File: src/rtl/rr_mux_pkg.sv
// Shared constants, buffer state type and clog2 helper for the round-robin stream mux.
// Optional feature macro: RRMUX_COUNT_EN (adds the xfer_count output).
package rr_mux_pkg;

    localparam int RRMUX_DEF_WIDTH  = 32;
    localparam int RRMUX_DEF_NUM_IN = 4;
    localparam int RRMUX_CNT_W      = 16;

    typedef enum logic {
        BUF_EMPTY = 1'b0,
        BUF_FULL  = 1'b1
    } buf_state_t;

    function automatic int rr_clog2(input int n);
        int r;
        r = 0;
        for (int v = n - 1; v > 0; v = v >> 1) begin
            r++;
        end
        return r;
    endfunction

endpackage

File: src/rtl/rr_arbiter.sv
// Combinational round-robin arbiter: first requester at or after ptr+1, wrapping.
// Optional feature macro RRMUX_COUNT_EN does not affect this block.
module rr_arbiter
    import rr_mux_pkg::*;
#(
    parameter int  NUM_IN = RRMUX_DEF_NUM_IN,
    localparam int SEL_W  = rr_clog2(NUM_IN)
) (
    input  logic [NUM_IN-1:0] req,
    input  logic [SEL_W-1:0]  ptr,
    output logic [NUM_IN-1:0] gnt_onehot,
    output logic [SEL_W-1:0]  gnt_idx,
    output logic              any_gnt
);

    logic [SEL_W-1:0]  cand_idx [NUM_IN];
    logic [NUM_IN-1:0] cand_req;

    // Candidate gi is the channel gi+1 places after the last winner.
    for (genvar gi = 0; gi < NUM_IN; gi++) begin : g_cand
        assign cand_idx[gi] = SEL_W'((int'(ptr) + gi + 1) % NUM_IN);
        assign cand_req[gi] = req[cand_idx[gi]];
    end

    always_comb begin
        gnt_idx = '0;
        any_gnt = 1'b0;
        for (int i = NUM_IN - 1; i >= 0; i--) begin
            if (cand_req[i]) begin
                gnt_idx = cand_idx[i];
                any_gnt = 1'b1;
            end
        end
        gnt_onehot = any_gnt ? (NUM_IN'(1) << gnt_idx) : '0;
    end

endmodule

File: src/rtl/rr_arb_mux.sv
// Round-robin N:1 valid/ready mux with a single-entry registered output buffer.
// Define RRMUX_COUNT_EN to add a saturating output-handshake counter (xfer_count).
module rr_arb_mux
    import rr_mux_pkg::*;
#(
    parameter int  WIDTH  = RRMUX_DEF_WIDTH,
    parameter int  NUM_IN = RRMUX_DEF_NUM_IN,
    localparam int SEL_W  = rr_clog2(NUM_IN)
) (
    input  logic                    clk,
    input  logic                    rst_n,
    input  logic [NUM_IN-1:0]       in_valid,
    input  logic [NUM_IN*WIDTH-1:0] in_data,
    output logic [NUM_IN-1:0]       in_ready,
    output logic                    out_valid,
    output logic [WIDTH-1:0]        out_data,
    output logic [SEL_W-1:0]        out_sel,
    input  logic                    out_ready
`ifdef RRMUX_COUNT_EN
    ,
    output logic [RRMUX_CNT_W-1:0]  xfer_count
`endif
);

    buf_state_t       state_q, state_d;
    logic [WIDTH-1:0] data_q, data_d;
    logic [SEL_W-1:0] sel_q, sel_d;
    logic [SEL_W-1:0] rr_ptr_q, rr_ptr_d;

    logic [WIDTH-1:0]  in_word [NUM_IN];
    logic [NUM_IN-1:0] gnt_onehot;
    logic [SEL_W-1:0]  gnt_idx;
    logic              any_gnt;
    logic              can_load;
    logic              load;

    for (genvar gi = 0; gi < NUM_IN; gi++) begin : g_unpack
        assign in_word[gi] = in_data[gi*WIDTH +: WIDTH];
    end

    rr_arbiter #(.NUM_IN(NUM_IN)) u_arb (
        .req        (in_valid),
        .ptr        (rr_ptr_q),
        .gnt_onehot (gnt_onehot),
        .gnt_idx    (gnt_idx),
        .any_gnt    (any_gnt)
    );

    // No producer may see a grant while the block is held in reset.
    assign can_load = (state_q == BUF_EMPTY) || out_ready;
    assign load     = any_gnt && can_load && rst_n;
    assign in_ready = load ? gnt_onehot : '0;

    always_comb begin
        state_d  = state_q;
        data_d   = data_q;
        sel_d    = sel_q;
        rr_ptr_d = rr_ptr_q;
        if (load) begin
            state_d  = BUF_FULL;
            data_d   = in_word[gnt_idx];
            sel_d    = gnt_idx;
            rr_ptr_d = gnt_idx;
        end else if (out_ready) begin
            state_d  = BUF_EMPTY;
        end
    end

    always_ff @(posedge clk or negedge rst_n) begin
        if (!rst_n) begin
            state_q  <= BUF_EMPTY;
            data_q   <= '0;
            sel_q    <= '0;
            rr_ptr_q <= SEL_W'(NUM_IN - 1);
        end else begin
            state_q  <= state_d;
            data_q   <= data_d;
            sel_q    <= sel_d;
            rr_ptr_q <= rr_ptr_d;
        end
    end

    assign out_valid = (state_q == BUF_FULL);
    assign out_data  = data_q;
    assign out_sel   = sel_q;

`ifdef RRMUX_COUNT_EN
    logic [RRMUX_CNT_W-1:0] cnt_q, cnt_d;

    always_comb begin
        cnt_d = cnt_q;
        if (out_valid && out_ready && (cnt_q != '1)) begin
            cnt_d = cnt_q + 1'b1;
        end
    end

    always_ff @(posedge clk or negedge rst_n) begin
        if (!rst_n) begin
            cnt_q <= '0;
        end else begin
            cnt_q <= cnt_d;
        end
    end

    assign xfer_count = cnt_q;
`endif

endmodule

File: config.mk
export PLATFORM = sky130hd
export DESIGN_NAME = rr_arb_mux
export DESIGN_NICKNAME = d
export VERILOG_FILES = /design/src/rtl/rr_mux_pkg.sv /design/src/rtl/rr_arbiter.sv /design/src/rtl/rr_arb_mux.sv
export SDC_FILE = /design/constraint.sdc
export NUM_CORES = 1
export LEC_CHECK = 0
export BUFFER_PORTS_ARGS = -buffer_cell sky130_fd_sc_hd__clkbuf_2
export CAP_MARGIN = 30
export CORE_UTILIZATION = 30
export DETAILED_ROUTE_END_ITERATION = 10
export PLACE_DENSITY_LB_ADDON = 0.08
export SLEW_MARGIN = 20
export SYNTH_ARGS = -nofsm -noshare
export SYNTH_HDL_FRONTEND = slang
export SYNTH_HIERARCHICAL = 1
export SYNTH_SLANG_ARGS = --single-unit
File: constraint.sdc
create_clock -name clk -period 6.4 [get_ports clk]
set_input_delay 0.32 -clock clk [delete_from_list [all_inputs] [get_ports clk]]
set_output_delay 0.32 -clock clk [all_outputs]
set_load 0.01 [all_outputs]
Word-level counts from Yosys, hierarchy flattened
Cells that the tools add are included.

Register bits after elaboration: 37. Bits of input ports: 135. Output and inout bits: 39. Word-level logic and storage cells: 45.

Order comparisons: 5. $add $sub $neg: 6. Muxes and demuxes: 23. Shifts and indexed selects: 1. Reduce and logical (&&, ||, !) cells: 4. Bitwise logic cells: 2.

Operators with widths (number): $bmux W32 S2 (1); $mux W32 (2); $lt A2 B3 Y1 const B (4); $add A2 B2 Y2 const B (5); $mux W1 (10); $bmux W1 S2 (4); $mux W2 (4); $mux W4 (2); $shl A1 B2 Y4 const A (1); $ge A3 B3 Y1 const B (1); $not A2 Y3 (1); $add A2 B1 Y2 const B (1); $logic_and A1 B1 Y1 (2); $reduce_bool A2 Y1 (1); $logic_or A1 B1 Y1 (1); $not A1 Y1 (1).

Logic depth before layout (Yosys ltp)
Gate-level depths: netlist of the first run.

Depth after elaboration: 12. Depth in mapped cells: 7. Gate-level depth less buffers: 5.

Hierarchy
Netlist of the first run, hierarchy kept.

Modules (own cells, without submodules): rr_arb_mux (area an instance 2289.7 um2, sequential area each 928.4 um2, cells each 126, times used 1); rr_arbiter (area an instance 177.7 um2, sequential area each 0.0 um2, cells each 28, times used 1).

Worst setup path after synthesis of the first run
Ideal clock, no wire load.

Path kind: register to register. From: register rr_ptr_q[1]. To: register data_q[25] (netlist: out_data[25]). Setup time: 0.125 ns. Slack: 4.298 ns. Stages on the path, launching flop included: 8. Required time: 6.275 ns. Clock period less this slack: 2.102 ns. Buffers on the path: 3. Arrival time: 1.977 ns. Cell sequence: dfstp_2 buf_2 nor2_1 a311oi_2 clkbuf_1 buf_2 mux4_2 mux2_4.

Word-level cells in the longest chain between the ends: 12. Elaborated cells between the ends (all ways): 28. Those cells by class: add/sub (6); mux (19); bitwise (1); reduce/logical (2).

RTL lines: from (decl) (line rr_arb_mux.sv:28) `logic [SEL_W-1:0] rr_ptr_q, rr_ptr_d;`; from (signal assigned) (line rr_arb_mux.sv:74) `rr_ptr_q <= SEL_W'(NUM_IN - 1);`; from (signal assigned) (line rr_arb_mux.sv:79) `rr_ptr_q <= rr_ptr_d;`; $add A2 B2 Y2 (2 in a row) (line rr_arbiter.sv:21) `assign cand_idx[gi] = SEL_W'((int'(ptr) + gi + 1) % NUM_IN);`; $bmux W1 S2 (line rr_arbiter.sv:22) `assign cand_req[gi] = req[cand_idx[gi]];`; $mux W1 (not written as such) (line rr_arbiter.sv:22); $mux W2 (3 in a row) (line rr_arbiter.sv:29) `if (cand_req[i]) begin`; $mux W2 * (line rr_arbiter.sv:29); net gnt_idx[1] (line rr_arb_mux.sv:32) `logic [SEL_W-1:0] gnt_idx;`; $not A2 Y3 (not written as such) * (line rr_arb_mux.sv:61) `data_d = in_word[gnt_idx];`; $bmux W32 S2 * (line rr_arb_mux.sv:61); $mux W32 (not written as such) * (2 in a row) (line rr_arb_mux.sv:61); to (signal assigned) (line rr_arb_mux.sv:77) `data_q <= data_d;`; to (decl) (line rr_arb_mux.sv:26) `logic [WIDTH-1:0] data_q, data_d;`.

Mark *: on every way through the listed nets, which the timed path passes. The rest lies on a longest branch. The select of a mux whose other input is x is not followed. A chain may end at the register's enable or synchronous reset.

Final worst setup path of the first run
From: register rr_ptr_q[0]. To: register data_q[23] (netlist: out_data[23]).

Same word-level chain as after synthesis.

==> flow_metrics.tcl, run 1 <==
set metrics [dict create \
    crit_required_ps 6570 \
    first_iter_violations 99 \
    slew_viol_final 0 \
    clock_power_share_pct 11.5 \
    max-vdd-ir-drop_uv 172.8 \
    grt_pass1_wl_um 9584 \
    power_frac_seq_pct 32.3 \
    syn_inst 154 \
    synthAdderAreaFrac_pct 0 \
    area_growth_pct 43.15 \
    fmax_mhz 409.8 \
    crit_buf_inv 1 \
    synthSimpleGateAreaFrac_pct 3.753 \
    slowest_delay_ps 570 \
    cts.sinks 37 \
    finalNetCount 461 \
    reg2reg_slack_ps 3960 \
    cts_hold_buf 0 \
    vias 2068 \
    antenna_found_initial 0 \
    clkLatencyLatePin_ps 280 \
    design.die.area_mm2 0.008591 \
    yosysWarnings 6 \
    status "finished, final reports clean" \
    post_cts_resized 0 \
    grt-ovfl-total 0 \
    finalSetupTns_ps 0 \
    initial_core_util_pct 31.44 \
    ioPinCount 174 \
    htreeDepth 2 \
    synth-xor-area-share_pct 0 \
    wl_per_cell_um 14.52 \
    powerDensity_mw_per_mm2 380.0 \
    num_antenna_cells 0 \
    viasPerCell 4.821 \
    synth-compound-area-share_pct 4.209 \
    multi_input_area_mm2 0.001451 \
    cts_tree "built" \
    crit_chain "nand2b_2, nor2_1, a311oi_4, buf_4, mux4_1, mux2_2" \
    min_period_ps 2440 \
    rsz0062_at_grt "no" \
    arrival_ps 2610 \
    yosysSeqAreaShare_pct 37.63 \
    fillCellCount 753 \
    numCtsBuffers 5 \
    slowest_stage "dfstp_2" \
    clk_path_buf_depth 2 \
    fin_skew_ps 7.249 \
    seqCellArea_um2 928.4 \
    antenna_left 0 \
    core_area_mm2 0.007848 \
    syn_avg_cell_area_um2 16.02 \
    drc 0 \
    hold_class "in -> async" \
    synth.distinct_cells 26 \
    switching_share_pct 34.21 \
    p_leak_nw 1.775 \
    p_switching_mw 0.4592 \
    worst_slew_pin_slew_ps 551.4 \
    ys_seq_elements 37 \
    synth_area_leaders "dfrtp_1, mux4_2, mux2_4" \
    globalplace.congestion 0.8313 \
    path_clk_slew_ps 70 \
    track_usage_pct 14.40 \
    place.port_buffers 173 \
    synth.area.mux_share_pct 49.90 \
    rows 32 \
    hpwl_um 4929 \
    crit_fanout 18 \
    relSlewSlack_pct 63.24 \
    drtPass1Iterations 4 \
    dieHeight_um 92.69 \
    finalHoldViolCount 0 \
    grt_pass1_vias 1998 \
    grt_max_degree 39 \
    timing.final.crit_share_pct 38.13 \
    synth_area_mm2 0.002467 \
    finalSetupViolations 0 \
    synth_top_cell_by_area "dfrtp_1" \
    synth.top_cell.area_share_pct 35.50 \
    die_x_um 92.69 \
    postCtsSetupRepairBufs 0 \
    endpoint_kind "flop" \
    synth_top_family_by_area "multiplexers" \
    cp-start-kind "flop" \
    p_comb_share_pct 56.2 \
    wl_um 6227 \
    synth_nets 289 \
    clock-root-buffer "clkbuf_8" \
    critPathKind "reg -> reg" \
    fin_util_pct 45.01 \
    p_int_mw 0.8830 \
    critical_path.top_delay_family "multiplexers" \
    drive_above_1_share_pct 79.20 \
    drv_cap 0 \
]
[power groups by stage]
stage | registers [mW] | logic (mW) | clock network, mW
2_1_floorplan | 0.472 | 0.495 | 0
3_3_place_gp | 0.437 | 0.751 | 0
3_5_place_dp | 0.435 | 0.764 | 0
4_1_cts | 0.434 | 0.765 | 0.165
5_1_grt | 0.450 | 0.816 | 0.173
6_report | 0.434 | 0.754 | 0.154
[sequential cells by signal (all words and copies together) (netlist names)]
name	flops
out_data	32
out_sel	2
out_valid	1
rr_ptr_q	2
[placed cells by master (no fill, tap or decap), types with 2 or more instances in the layout]
cell / synthesis / routed
clkbuf_2: 0 / 173
nand2b_2: 2 / 2
clkinv_2: 0 / 2
nor2_1: 3 / 3
a21oi_1: 5 / 4
and2_1: 4 / 4
mux2_4: 24 / 24
buf_4: 0 / 3
dfrtp_1: 35 / 35
nand2_1: 4 / 4
mux4_1: 4 / 4
inv_1: 6 / 6
clkbuf_8: 0 / 5
nand2b_1: 2 / 2
mux4_2: 28 / 28
mux2_2: 12 / 12
dfstp_2: 2 / 2
[final cells by class]
cell class              instances  area share, %
multi-input cells              98          41.09
flip-flops and latches         37          26.28
repair buffers                178          26.04
well taps                     102          3.613
clock buffers                   6          2.055
inverters                       6         0.6376
clock inverters                 2         0.2834
[through the flow]
stage / worst slack, ps / hold slack, ps / std cells / total power, mW / cell area, um^2
after floorplan: 4298 / 24.41 / 154 / 0.9678 / 2467
after global placement: 3598 / 401.9 / 419 / 1.188 / 3418
after detailed placement: 3526 / 407.5 / 420 / 1.199 / 3438
after CTS: 3538 / 99.43 / 428 / 1.364 / 3521
after global routing: 3824 / 118.5 / 429 / 1.439 / 3532
final: 3960 / 85.37 / 429 / 1.342 / 3532
[layer usage]
metal,vias up,share of wire (%),track usage (%)
met5,-,0,0
met4,0,0.95,3.974
met3,4,8.2,3.695
met2,102,51,25.19
met1,1008,40,17.51
li1,954,-,-
[cells by family (layout without fill, tap and decap cells)]
family	count (synthesis)	in the layout
AO/OA/AOI/OAI	13	13
flip-flops	37	37
AND/OR/NAND/NOR	17	17
multiplexers	68	68
buffers and inverters	19	192
[cell usage after synthesis]
library cell  number
dfrtp_1           35
mux4_2            28
mux2_4            24
mux2_2            12
buf_2              8
inv_1              6
a21oi_1            5
and2_1             4
buf_6              4
mux4_1             4
nand2_1            4
nor2_1             3
dfstp_2            2
nand2b_1           2
nand2b_2           2
a211o_1            1
a221oi_2           1
a311oi_2           1
clkbuf_1           1
nor2_2             1
nor3_1             1
o21ai_0            1
o21ai_2            1
o221a_1            1
o22ai_1            1
o32ai_1            1
[path summary, 6_finish.rpt]
check                        startpoint            to  cells after the start
max reg2reg                 rr_ptr_q[0]  out_data[23]                      6
min reg2reg                out_data[16]  out_data[16]                      1
max in group asynchronous         rst_n   rr_ptr_q[0]                      2
max                         rr_ptr_q[0]  out_data[23]                      6
min                               rst_n  out_data[10]                      2
min in group clk              out_ready     out_valid                      2
Power figures use the tool's default switching activity.
==> inputs of run 2 (changes only) <==
==> constraint.sdc (replaced) <==
create_clock -name clk -period 2.2 [get_ports clk]
set_input_delay 0.11 -clock clk [delete_from_list [all_inputs] [get_ports clk]]
set_output_delay 0.11 -clock clk [all_outputs]
set_load 0.01 [all_outputs]
==> run 2 against run 1 <==
Against the previous run: total power grew to 3.0 times the previous value; final cell count up 2.1%; via count up 1.6%; global-route usage rose by 1.2 points; worst hold slack lost 49 ps; die area stayed put; setup slack worse by 3900 ps; combinational power increased to 3.1 times the previous value; final area increased by 2.6%; critical path depth stayed put.
==> flow_metrics.tcl, run 2 (synthesis gave the netlist of run 1 again) <==
set metrics [dict create \
    initial_core_util_pct 31.44 \
    num_antenna_cells 0 \
    holdPathStages 2 \
    timing.final.crit_share_pct 95.90 \
    largest_reg_flops 32 \
    area_growth_pct 46.86 \
    crit_required_ps 2370 \
    endpoint_kind "flop" \
    path_clk_slew_ps 70 \
    status "finished, final reports clean" \
    vias 2101 \
    ioPinCount 174 \
    critPathKind "reg -> reg" \
    grt-ovfl-total 0 \
    r2r-start "rr_ptr_q[0]" \
    finalSetupViolations 0 \
    cp-start-kind "flop" \
    core_area_mm2 0.007848 \
    die_x_um 92.69 \
    grt_max_degree 38 \
    track_usage_pct 15.59 \
    layout_commonest_cell "clkbuf_2" \
    clk_path_buf_depth 2 \
    min_period_ps 2110 \
    rows 32 \
    relSlewSlack_pct 67.36 \
    r2r_cells 6 \
    cts_tree "built" \
    final_cell_mix "clkbuf_2, dfrtp_1, mux4_2" \
    dieHeight_um 92.69 \
    drtPass1Iterations 3 \
    drc 0 \
    globalplace.congestion 0.7355 \
    rsz0062_at_grt "no" \
    grt_pass1_wl_um 10220 \
    wl_um 6810 \
    crit_fanout 14 \
    cts.sinks 37 \
    finalNetCount 470 \
    worst_slew_pin_slew_ps 489.7 \
    antenna_found_initial 0 \
    fin_ws_ps 90.30 \
    r2r_end "out_data[23]" \
    hold_class "in -> reg" \
    grt_pass1_vias 2139 \
    p_leak_nw 1.825 \
    dp_worst_setup_slack_ps 54.38 \
    reg2reg_slack_ps 90 \
    slew_viol_final 0 \
    drive_above_1_share_pct 79.46 \
    clkLatencyLatePin_ps 280 \
    htreeDepth 2 \
    viasPerCell 4.797 \
    finalSetupTns_ps 0 \
    fmax_mhz 474.0 \
    numCtsBuffers 5 \
    worstHoldStart "out_ready" \
    design.die.area_mm2 0.008591 \
    hpwl_um 5236 \
    worstHoldEndpoint "out_valid" \
    max-vdd-ir-drop_uv 462.2 \
    powerDensity_mw_per_mm2 1116 \
    wl_per_cell_um 15.55 \
    postCtsSetupRepairBufs 0 \
    fin_skew_ps 7.088 \
    place.port_buffers 173 \
    finalHoldViolCount 0 \
    first_iter_violations 45 \
    drv_cap 0 \
    arrival_ps 2280 \
    antenna_left 0 \
    clock-root-buffer "clkbuf_8" \
]
[run 2: what timing repair did]
action                                  CTS  global route
gates resized for setup                   0             1
hold buffers                              1             0
endpoints found under the hold margin    35             0
endpoints found under the setup margin    0             1
[run 2: area by class of cell]
type / count / area (um^2)
clock buffers: 6 / 72.57
clock inverters: 2 / 10.01
fillers: 735 / 4224
inverters: 6 / 22.52
multi-input cells: 98 / 1459
flip-flops and latches: 37 / 928.4
well taps: 102 / 127.6
repair buffers: 187 / 1003
[run 2: per-stage QoR]
step	hold WS, ps	std cells	power, mW	utilization (%)	instance area [um^2]
6_report	36.67	438	4.043	46.17	3623
5_1_grt	57.14	438	4.328	46.17	3623
4_1_cts	26.76	437	4.055	45.76	3591
3_5_place_dp	230.7	428	3.568	44.58	3498
3_3_place_gp	234.7	428	3.542	44.58	3498
2_1_floorplan	-185.6	154	2.815	-	2467
[run 2: worst max path at each step]
stage              endpoint  slack (ps)        start
2_1_floorplan  out_data[25]         100  rr_ptr_q[1]
6_report       out_data[23]          90  rr_ptr_q[0]
5_1_grt        out_data[23]          20  rr_ptr_q[0]
3_5_place_dp   out_data[23]          50  rr_ptr_q[0]
3_3_place_gp   out_data[23]         120  rr_ptr_q[0]
4_1_cts        out_data[23]          40  rr_ptr_q[0]
[run 2: worst max-delay path: stages (launching register included)]
cell	delay, ps
dfstp_2	530
nand2b_2	120
o21ai_2	60
a211o_4	360
buf_12	170
mux4_1	460
mux2_2	280
[run 2: power breakdown]
group	internal, mW	switching [mW]
clock network	0.220	0.235
logic	1.40	0.944
registers	1.04	0.204
[run 2: per-layer routing]
metal / global-route usage, % / vias to the layer above / share of wire [%]
met5: 0 / - / 0
met4: 3.718 / 0 / 1.1
met3: 3.859 / 7 / 7.7
met2: 28.52 / 103 / 52
met1: 18.24 / 1018 / 39
li1: - / 973 / -
==> inputs of run 3 (changes only) <==
==> constraint.sdc (replaced) <==
create_clock -name clk -period 2.2 [get_ports clk]
set_input_delay 0.11 -clock clk [delete_from_list [all_inputs] [get_ports clk]]
set_output_delay 0.11 -clock clk [all_outputs]
set_load 0.1 [all_outputs]
==> run 3 against run 2 <==
Against the previous run: via count down 1.7%; routed wire length down 3.8%; register-to-register slack better by 20 ps; clock-buffer cell count up 1; total power up 61%; combinational power up 98%; clock skew up 0.86 ps; die area unchanged; sequential share of layout area down 0.69 points; final area up 2.8%; first-iteration DRC count down 53%; utilization up 1.3 points.
==> flow_metrics.tcl, run 3 (synthesis gave the netlist of run 1 again) <==
set metrics [dict create \
    status "finished, final reports clean" \
    slew_viol_final 0 \
    setup.worst_path.end "out_data[22]" \
    clock_power_share_pct 9.3 \
    place.port_buffers 173 \
    drv_cap 0 \
    wl_per_cell_um 15.02 \
    cp-start-kind "flop" \
    finalNetCount 468 \
    endpoint_kind "flop" \
    r2r_cells 6 \
    seqCellArea_um2 928.4 \
    globalplace.congestion 0.7601 \
    clkLatencyLatePin_ps 280 \
    p_switching_mw 3.685 \
    numCtsBuffers 5 \
    crit_buf_inv 1 \
    final_cell_mix "clkbuf_2, dfrtp_1, mux4_2" \
    ioPinCount 174 \
    largest_reg_flops 32 \
    core_area_mm2 0.007848 \
    critical_path.top_delay_family "multiplexers" \
    critPathKind "reg -> reg" \
    place_area_mm2 0.003593 \
    multi_input_area_mm2 0.001456 \
    r2r-start "rr_ptr_q[0]" \
    wl_um 6550 \
    finalSetupTns_ps 0 \
    hold_class "in -> reg" \
    max-vdd-ir-drop_uv 1094 \
    area_growth_pct 50.91 \
    finalInstanceArea_mm2 0.003724 \
    arrival_ps 2260 \
    dpl.cell_count 427 \
    timing.final.crit_share_pct 95.03 \
    grt_pass1_wl_um 10050 \
    dp_worst_setup_slack_ps 84.61 \
    relSlewSlack_pct 62.96 \
    postCtsSetupRepairBufs 0 \
    fmax_mhz 478.3 \
    drive_above_1_share_pct 80.54 \
    cts_tree "built" \
    grt-ovfl-total 0 \
    critPathLaunch "rr_ptr_q[0]" \
    powerDensity_mw_per_mm2 1748 \
    slowest_delay_ps 530 \
    antenna_left 0 \
    fin_skew_ps 7.951 \
    design.die.area_mm2 0.008591 \
    track_usage_pct 15.18 \
    worst_slew_pin_slew_ps 558.0 \
    final_cells 436 \
    rsz0062_at_grt "no" \
    drc 0 \
    path_depth 6 \
    power_frac_seq_pct 19.3 \
    crit_chain "nand2b_2, a21oi_1, a211o_2, buf_12, mux4_1, mux2_2" \
    dieHeight_um 92.69 \
    p_comb_share_pct 71.5 \
    crit_required_ps 2370 \
    htreeDepth 2 \
    whs_ps 53.57 \
    first_iter_violations 21 \
    reg2reg_slack_ps 110 \
    finalSetupViolations 0 \
    slowest_stage "dfstp_2" \
    vias 2066 \
    drtPass1Iterations 4 \
    fillCellCount 741 \
    clk_path_buf_depth 2 \
    hpwl_um 5141 \
    layout_commonest_cell "clkbuf_2" \
    antenna_found_initial 0 \
    rows 32 \
    viasPerCell 4.739 \
    p_int_mw 2.825 \
    grt_max_degree 38 \
    num_antenna_cells 0 \
    min_period_ps 2091 \
    finalHoldViolCount 0 \
    path_clk_slew_ps 70 \
    cts.sinks 37 \
    p_leak_nw 1.853 \
    initial_core_util_pct 31.44 \
    r2r_end "out_data[22]" \
    fin_ws_ps 109.3 \
    grt_pass1_vias 2106 \
    die_x_um 92.69 \
    crit_fanout 16 \
    clock-root-buffer "clkbuf_8" \
    switching_share_pct 56.60 \
]
## run 3: cell count changes in the layout (fill, tap and decap cells not counted), sizes merged
cell    delta
bufinv     +1
clkbuf     -4
buf        +3
clkinv     -2
## run 3: metrics by stage
step / power (mW) / util (%)
2_1_floorplan: 5.099 / -
3_3_place_gp: 5.933 / 45.79
3_5_place_dp: 5.952 / 45.79
4_1_cts: 6.588 / 47.40
5_1_grt: 6.811 / 47.45
6_report: 6.510 / 47.45
## run 3: how the worst min path moves through the flow
| stage | startpoint | to | slack (ps) | cells past startpoint |
|---|---|---|---|---|
| after floorplan | rst_n | out_data[0] | -190 | 0 |
| after global placement | rst_n | out_valid | 230 | 2 |
| after detailed placement | rst_n | out_data[21] | 230 | 2 |
| after CTS | out_ready | out_valid | 40 | 2 |
| after global routing | out_ready | out_valid | 50 | 2 |
| final | out_ready | out_valid | 50 | 2 |
## run 3: what timing repair did
item                                   CTS  global route
endpoints found under the hold margin   35             0
setup endpoints to repair                0             2
resized for setup                        0             1
hold buffers                             1             0
## run 3: layout make-up
cell class,instances,area share (%)
clock buffer,7,2.319
clock inverter,1,0.8065
inverter,6,0.6048
multi-input combinational,98,39.11
sequential,37,24.93
tap,102,3.427
timing repair buffer,185,28.80
## run 3: power by group through the flow
stage	Clock, mW	Combinational (mW)	Sequential [mW]
floorplan	0	1.51	3.58
global route	0.666	4.84	1.30
finish	0.603	4.65	1.25
CTS	0.635	4.70	1.26
global placement	0	4.67	1.26
detailed placement	0	4.69	1.26
## run 3: worst register-to-register path: cells and delay by family (launching register included)
| family | cells | cell delay, ps |
|---|---|---|
| AND/OR/NAND/NOR | 1 | 130 |
| flip-flops | 1 | 530 |
| AO/OA/AOI/OAI | 2 | 420 |
| multiplexers | 2 | 710 |
| buffers and inverters | 1 | 180 |
## run 3: routing by layer
| metal | vias to the layer above | track usage, % | part of all wire, % |
|---|---|---|---|
| met5 | - | 0 | 0 |
| met1 | 976 | 18.76 | 40 |
| met4 | 0 | 3.846 | 0.81 |
| met3 | 5 | 3.695 | 9.2 |
| met2 | 114 | 26.54 | 50 |
| li1 | 971 | - | - |
